**src/rtl/rv_fetch_queue.sv**
```systemverilog
// rv_fetch_queue: head-aligned halfword instruction queue with RVC realignment, PC tracking and flush
module rv_fetch_queue #(
   parameter int                            IADDR_SPACE_BITS = 16,
   parameter int                            WIDTH            = 16,
   parameter int                            DEPTH_BITS       = 3,
   parameter int                            PUSH_WIDTH       = 2,
   parameter logic [IADDR_SPACE_BITS-1:0]   RESET_PC         = '0
) (
   input  logic                               i_clk,
   input  logic                               i_reset_n,
   input  logic                               i_flush,
   input  logic [IADDR_SPACE_BITS-2:0]        i_flush_pc,
   input  logic [PUSH_WIDTH*WIDTH-1:0]        i_push_data,
   input  logic [$clog2(PUSH_WIDTH+1)-1:0]    i_push_cnt,
   output logic                               o_push_ready,
   input  logic                               i_pop,
   output logic                               o_valid,
   output logic                               o_is_comp,
   output logic [WIDTH-1:0]                   o_data_lo,
   output logic [WIDTH-1:0]                   o_data_hi,
   output logic [IADDR_SPACE_BITS-2:0]        o_pc,
   output logic [DEPTH_BITS:0]                o_level
);
   localparam int QSIZE = 1 << DEPTH_BITS;
   localparam int LW    = DEPTH_BITS + 1;
   localparam int CW    = $clog2(PUSH_WIDTH + 1);
   localparam int PCW   = IADDR_SPACE_BITS - 1;
   logic [WIDTH-1:0] r_q [QSIZE];
   logic [WIDTH-1:0] w_q [QSIZE];
   logic [WIDTH-1:0] w_ext [QSIZE+2];
   logic [LW-1:0]    r_level;
   logic [LW-1:0]    w_popn;
   logic [LW-1:0]    w_pushn;
   logic [LW-1:0]    w_base;
   logic [PCW-1:0]   r_pc;
   logic             w_pop;
   logic             w_push;
   assign o_is_comp    = r_q[0][1:0] != 2'b11;
   assign o_data_lo    = r_q[0];
   assign o_data_hi    = r_q[1];
   assign o_valid      = (r_level >= LW'(2)) | ((r_level == LW'(1)) & o_is_comp);
   assign o_push_ready = r_level <= LW'(QSIZE - PUSH_WIDTH);
   assign o_pc         = r_pc;
   assign o_level      = r_level;
   assign w_pop        = i_pop & o_valid;
   assign w_push       = o_push_ready & (i_push_cnt != '0) & (i_push_cnt <= CW'(PUSH_WIDTH));
   assign w_popn       = w_pop ? (o_is_comp ? LW'(1) : LW'(2)) : '0;
   assign w_pushn      = w_push ? LW'(i_push_cnt) : '0;
   assign w_base       = r_level - w_popn;
   // shift out the popped instruction, then drop new halfwords just above the survivors
   always_comb begin
      for (int i = 0; i < QSIZE; i++) w_ext[i] = r_q[i];
      w_ext[QSIZE]   = '0;
      w_ext[QSIZE+1] = '0;
      for (int i = 0; i < QSIZE; i++)
         w_q[i] = (w_popn == LW'(2)) ? w_ext[i+2] : (w_popn == LW'(1)) ? w_ext[i+1] : w_ext[i];
      for (int i = 0; i < QSIZE; i++)
         for (int k = 0; k < PUSH_WIDTH; k++)
            if ((LW'(k) < w_pushn) && (w_base + LW'(k) == LW'(i))) w_q[i] = i_push_data[k*WIDTH +: WIDTH];
   end
   // queue, level and PC state; flush redirects and empties without touching entry contents
   always_ff @(posedge i_clk or negedge i_reset_n) begin
      if (!i_reset_n) begin
         r_level <= '0;
         r_pc    <= RESET_PC[IADDR_SPACE_BITS-1:1];
         for (int i = 0; i < QSIZE; i++) r_q[i] <= '0;
      end else if (i_flush) begin
         r_level <= '0;
         r_pc    <= i_flush_pc;
      end else begin
         r_level <= w_base + w_pushn;
         r_pc    <= r_pc + PCW'(w_popn);
         r_q     <= w_q;
      end
   end
endmodule

```
**config.mk**
```make
export PLATFORM = sky130hd
export DESIGN_NAME = rv_fetch_queue
export DESIGN_NICKNAME = d
export VERILOG_FILES = /design/src/rtl/rv_fetch_queue.sv
export SDC_FILE = /design/constraint.sdc
export NUM_CORES = 1
export LEC_CHECK = 0
export CAP_MARGIN = 20
export CORE_MARGIN = 8
export CORE_UTILIZATION = 42
export CTS_BUF_LIST = sky130_fd_sc_hd__clkbuf_8 sky130_fd_sc_hd__clkbuf_16
export CTS_CLUSTER_SIZE = 16
export DETAILED_ROUTE_END_ITERATION = 10
export DONT_BUFFER_PORTS = 1
export GPL_ROUTABILITY_DRIVEN = 0
export GPL_TIMING_DRIVEN = 0
export PLACE_DENSITY = 0.65
export SLEW_MARGIN = 20
export SYNTH_ARGS = -nofsm -noshare
export SYNTH_HDL_FRONTEND = slang
export SYNTH_SLANG_ARGS = --single-unit
```
**constraint.sdc**
```tcl
create_clock -name i_clk -period 10.25 [get_ports i_clk]
set_input_delay 2.5625 -clock i_clk [delete_from_list [all_inputs] [get_ports i_clk]]
set_output_delay 2.5625 -clock i_clk [all_outputs]
set_load 0.02 [all_outputs]
```
==> results.md <==
- In the final timing run, aggregate negative setup slack is 0 ns.
- The critical path is of the input pin to flop type.
- The count of nets left with antenna violations once routing finished came out at 0.
- The worst register-to-register path begins at o_level[2].
- Summed over all layers, the global routing overflow is 0.
- Summed over all cells, the static leakage comes to about 0.0044 uW.
- The switching power of the nets is 1320 uW.
- The critical path required time is 10.53 ns.
- The initial detailed-routing violation count is 716.
- The total clock sinks is 147.
- The core region area is roughly 23000 um2.
- Along the worst hold path, the cell count comes to 2.
- Summing every instance area after synthesis gives 9830 um2.
- The path with the worst hold slack has its endpoint at o_data_lo[8].
- The final route contains slightly below 9000 vias.
- On the final layout, the worst clock skew is roughly 0.0084 ns.
- Timing analysis after detailed placement gives a worst setup slack of 3.97 ns.
- The transition time at the pin with the least slew margin is a little over 0.8 ns.
- The kind of cell adding the most delay to the critical path is compound AO/OA/AOI/OAI gates.
- The first-pass iteration count of the detailed router is 5.
- Setup repair after global routing left no endpoint under its margin.
- The power density over cell area is roughly 290 nW/um2.
- The clock latency on the worst-skew pair is approximately 0.43 ns.
- In this run the critical register-to-register path is captured at o_data_hi[14].
- The die is 169 um wide.
- For this run, asynchronously set or reset flops after synthesis account for 1.00.
- The delay of the slowest cell on the worst path is approximately 0.57 ns.
- The first global-routing pass estimated between 40000 and 50000 um of wire.
- The share of total power dissipated in sequential elements is 0.321.
- The share of total power dissipated in combinational logic is 0.461.
- The tightest slew margin relative to the limit is 0.461.
- The initialized floorplan defines between 50 and 60 standard-cell rows.
- The path class of the tightest hold or removal check is flop to flop.
- The number of top-level pins is between 100 and 150.
- The count of pins over their slew limit is 0.
- The setup check on the worst reg-to-reg path leaves a slack of a little over 5 ns.
- The CTS clock-pin slew for the worst setup and hold paths is about 0.060 ns.
- Internal power comes to roughly 1800 uW.
- For the worst flop-to-flop path, the logic depth is 15.
- The number of buffers added by the clock tree synthesis step is 17.
- IR analysis of the VDD net gives a maximum drop of between 0.1 and 0.15 mV.
- The number of antenna cells inserted is 0.
- For this run, design rule violations remaining after detail routing come to 0.
- The most used flip-flop cell after synthesis is dfrtp_1.
- The cell seen most often among critical-path stages is a31oi_1.
- The HPWL after detailed placement is ~23000 um.
- The final critical-path share of the clock period is 0.584.
- The run finished with clean final reports.
- Yosys printed 0 warnings.
- The H-tree was split into 4 levels.
- For this configuration, the core starts out at a cell density of 0.424.
- Of the total power, the clock network draws 0.218.
- Counting I/O delays and the setup requirement, the final critical path takes ~6 ns.
- The maximum clock rate is between 0.15 and 0.2 GHz.
- The count of non-filler cells in the finished layout is around 1600.
- The overall die height is roughly 170 um.
- Walking the worst path, the cells encountered are nand2_2 > buf_4 > buf_2 > a21oi_1 > ha_1 > inv_1 > fa_1 > nor3_1 > o21ai_1 > a31oi_1 > clkbuf_1 > a31oi_1.
- The ratio of routed vias to standard cells is 5.45.
- After technology mapping, the gate count stands at roughly 1300.
- The fraction of final layout cells sized beyond drive strength 1 is 0.126.
- The number of different library cells used by synthesis comes to between 50 and 60.
- The post-cts gate resize count is 0.
- Of the synthesized area, sequential elements account for 0.374.
- The layout overhead on the synthesized area is 10.6%.
- After detailed routing, the total wire length is 29200 um.
- The worst setup path is launched from an input pin.
- When the netlist entered floorplanning its net count stood at roughly 1300.
- The worst path meets setup with approximately 4.3 ns of slack.
- Across the run, the number of max-cap violations was 0.
- The number of buffers inserted by port buffering is 0.
- CTS placed an instance of clkbuf_16 at the clock tree root.
- The via count of the first global-routing pass came to 8795.
- Of the total power, the share spent switching nets is 0.419.
- The number of hold-slack violations in the final timing report was 0.
- The maximum number of pins on one net before global-route repair is 148.
- The synthesized design contains approximately 150 register bits.
- For this run, the total global-route usage over all layers was measured as 0.208.
- The per-cell routed wire length is between 15 and 20 um.
- The mean post-synth cell area is 7.82 um2.
- The nature of the critical path endpoint is a flop.
- Data on the critical path arrives at its endpoint at 6.27 ns.
- The hold buffer count at CTS is 0.
- The highest net fanout along the worst path is 10.
- The number of buffer and inverter instances along the worst setup path is 4.
- The maximum clock insertion buffer count is 2.
- The CTS tree is yes.
- The beginning of the worst hold path is o_data_lo[8].
- The total die area is 28500 um2.
- The initial antenna violation count is 0.
- The count of nets after finishing is between 1000 and 1500.
- The library cell contributing the largest single delay on the critical path is fa_1.
- The number of placed instances, taps included, is 1575.
- The post-CTS setup buffer count is 0.
- The number of synthesized flops with an enable pin is 0.
- The final-report setup violation count is 0.
## per-layer routing
layer	wire length [um]	GRT usage
met5	0	0
met4	384	0.0617
met3	1630	0.0389
met2	14500	0.361
met1	12700	0.258
## Yosys cell counts (all sizes together), types with 2 or more instances
master / n / area share
nor3: 24 / 0.014
and3: 17 / 0.011
mux2i: 16 / 0.016
o211ai: 96 / 0.078
and2: 2 / 0.0017
o21ai: 42 / 0.023
a31oi: 86 / 0.056
nand4: 4 / 0.0032
or2: 2 / 0.0013
inv: 10 / 0.0038
mux2: 2 / 0.0023
nor2: 116 / 0.044
xor2: 7 / 0.0062
nand2: 327 / 0.13
ha: 6 / 0.0076
o31ai: 18 / 0.017
a21o: 2 / 0.0015
clkbuf: 50 / 0.019
nand3: 86 / 0.044
a211oi: 16 / 0.012
a21oi: 18 / 0.0092
a22oi: 16 / 0.012
nor2b: 5 / 0.0032
dfrtp: 147 / 0.37
xnor2: 11 / 0.0098
o21a: 4 / 0.0031
fa: 3 / 0.0061
nand2b: 2 / 0.0013
buf: 111 / 0.082
## power groups by stage
stage	logic [uW]	registers [uW]	clock network, uW
6_report	1450	1010	687
2_1_floorplan	1200	963	0
3_3_place_gp	1420	1010	0
3_5_place_dp	1450	1020	0
4_1_cts	1460	1010	691
5_1_grt	1630	1040	715
## registers in the layout (all words and copies together), names as in the netlist
name,flops
o_data_hi,16
o_data_lo,16
o_level,4
o_pc,15
r_q,96
## worst min-delay path, cell delays in order (launching register included)
cell and delay, ns:
dfrtp_1 0.34, nand2_1 0.06, o211ai_2 0.06
## placed cells by master (no fill, tap or decap), drive strengths merged, types with 2 or more instances in the layout
| cell type | netlist | routed |
|---|---|---|
| ha | 6 | 6 |
| xnor2 | 11 | 11 |
| a31oi | 86 | 86 |
| clkinv | 0 | 4 |
| a21oi | 18 | 18 |
| nor3 | 24 | 24 |
| and3 | 17 | 17 |
| o21a | 4 | 4 |
| a21o | 2 | 2 |
| a22oi | 16 | 16 |
| dfrtp | 147 | 147 |
| nand4 | 4 | 4 |
| and2 | 2 | 2 |
| nand2b | 2 | 2 |
| o21ai | 42 | 42 |
| o31ai | 18 | 18 |
| fa | 3 | 3 |
| xor2 | 7 | 7 |
| nor2 | 116 | 116 |
| mux2 | 2 | 2 |
| clkbuf | 50 | 68 |
| nand2 | 327 | 327 |
| bufinv | 0 | 4 |
| a211oi | 16 | 16 |
| buf | 111 | 111 |
| nor2b | 5 | 5 |
| mux2i | 16 | 16 |
| o211ai | 96 | 96 |
| or2 | 2 | 2 |
| nand3 | 86 | 86 |
| inv | 10 | 16 |
## worst max-delay path by stage
stage / cells after the start / from / endpoint / slack [ns]
3_5_place_dp: 12 / i_pop / o_data_hi[9] / 3.97
3_3_place_gp: 12 / i_pop / o_data_hi[9] / 3.98
5_1_grt: 12 / i_pop / o_data_hi[9] / 4.16
6_report: 12 / i_pop / o_data_hi[14] / 4.27
4_1_cts: 12 / i_pop / o_data_hi[9] / 4.42
2_1_floorplan: 15 / i_pop / o_data_lo[10] / 4.91
## stage by stage
step,hold WS [ns],power (uW),util,area (um2)
floorplan,0.463,2170,-,9830
global placement,0.481,2430,0.441,10200
detailed placement,0.486,2470,0.441,10200
CTS,0.501,3150,0.468,10900
global route,0.512,3390,0.468,10900
finish,0.496,3150,0.468,10900
## cells by family after synthesis
| kind of cell | share of synthesized area |
|---|---|
| adders and majority gates | 0.0138 |
| and+or+nand+nor | 0.255 |
| muxes | 0.0186 |
| xor gates and xnor gates | 0.0160 |
| buffers and inverters | 0.106 |
| DFF | 0.374 |
| AOI/OAI and AO/OA | 0.217 |
## cell type report
cell class / count / area [um2]
clock buffer: 18 / 439
sequential: 147 / 3680
fill: 2263 / 12300
multi-input combinational: 938 / 5110
inverter: 10 / 37.5
tap: 319 / 399
buffer: 161 / 1000
clock inverter: 14 / 199
Power figures use the tool's default switching activity.
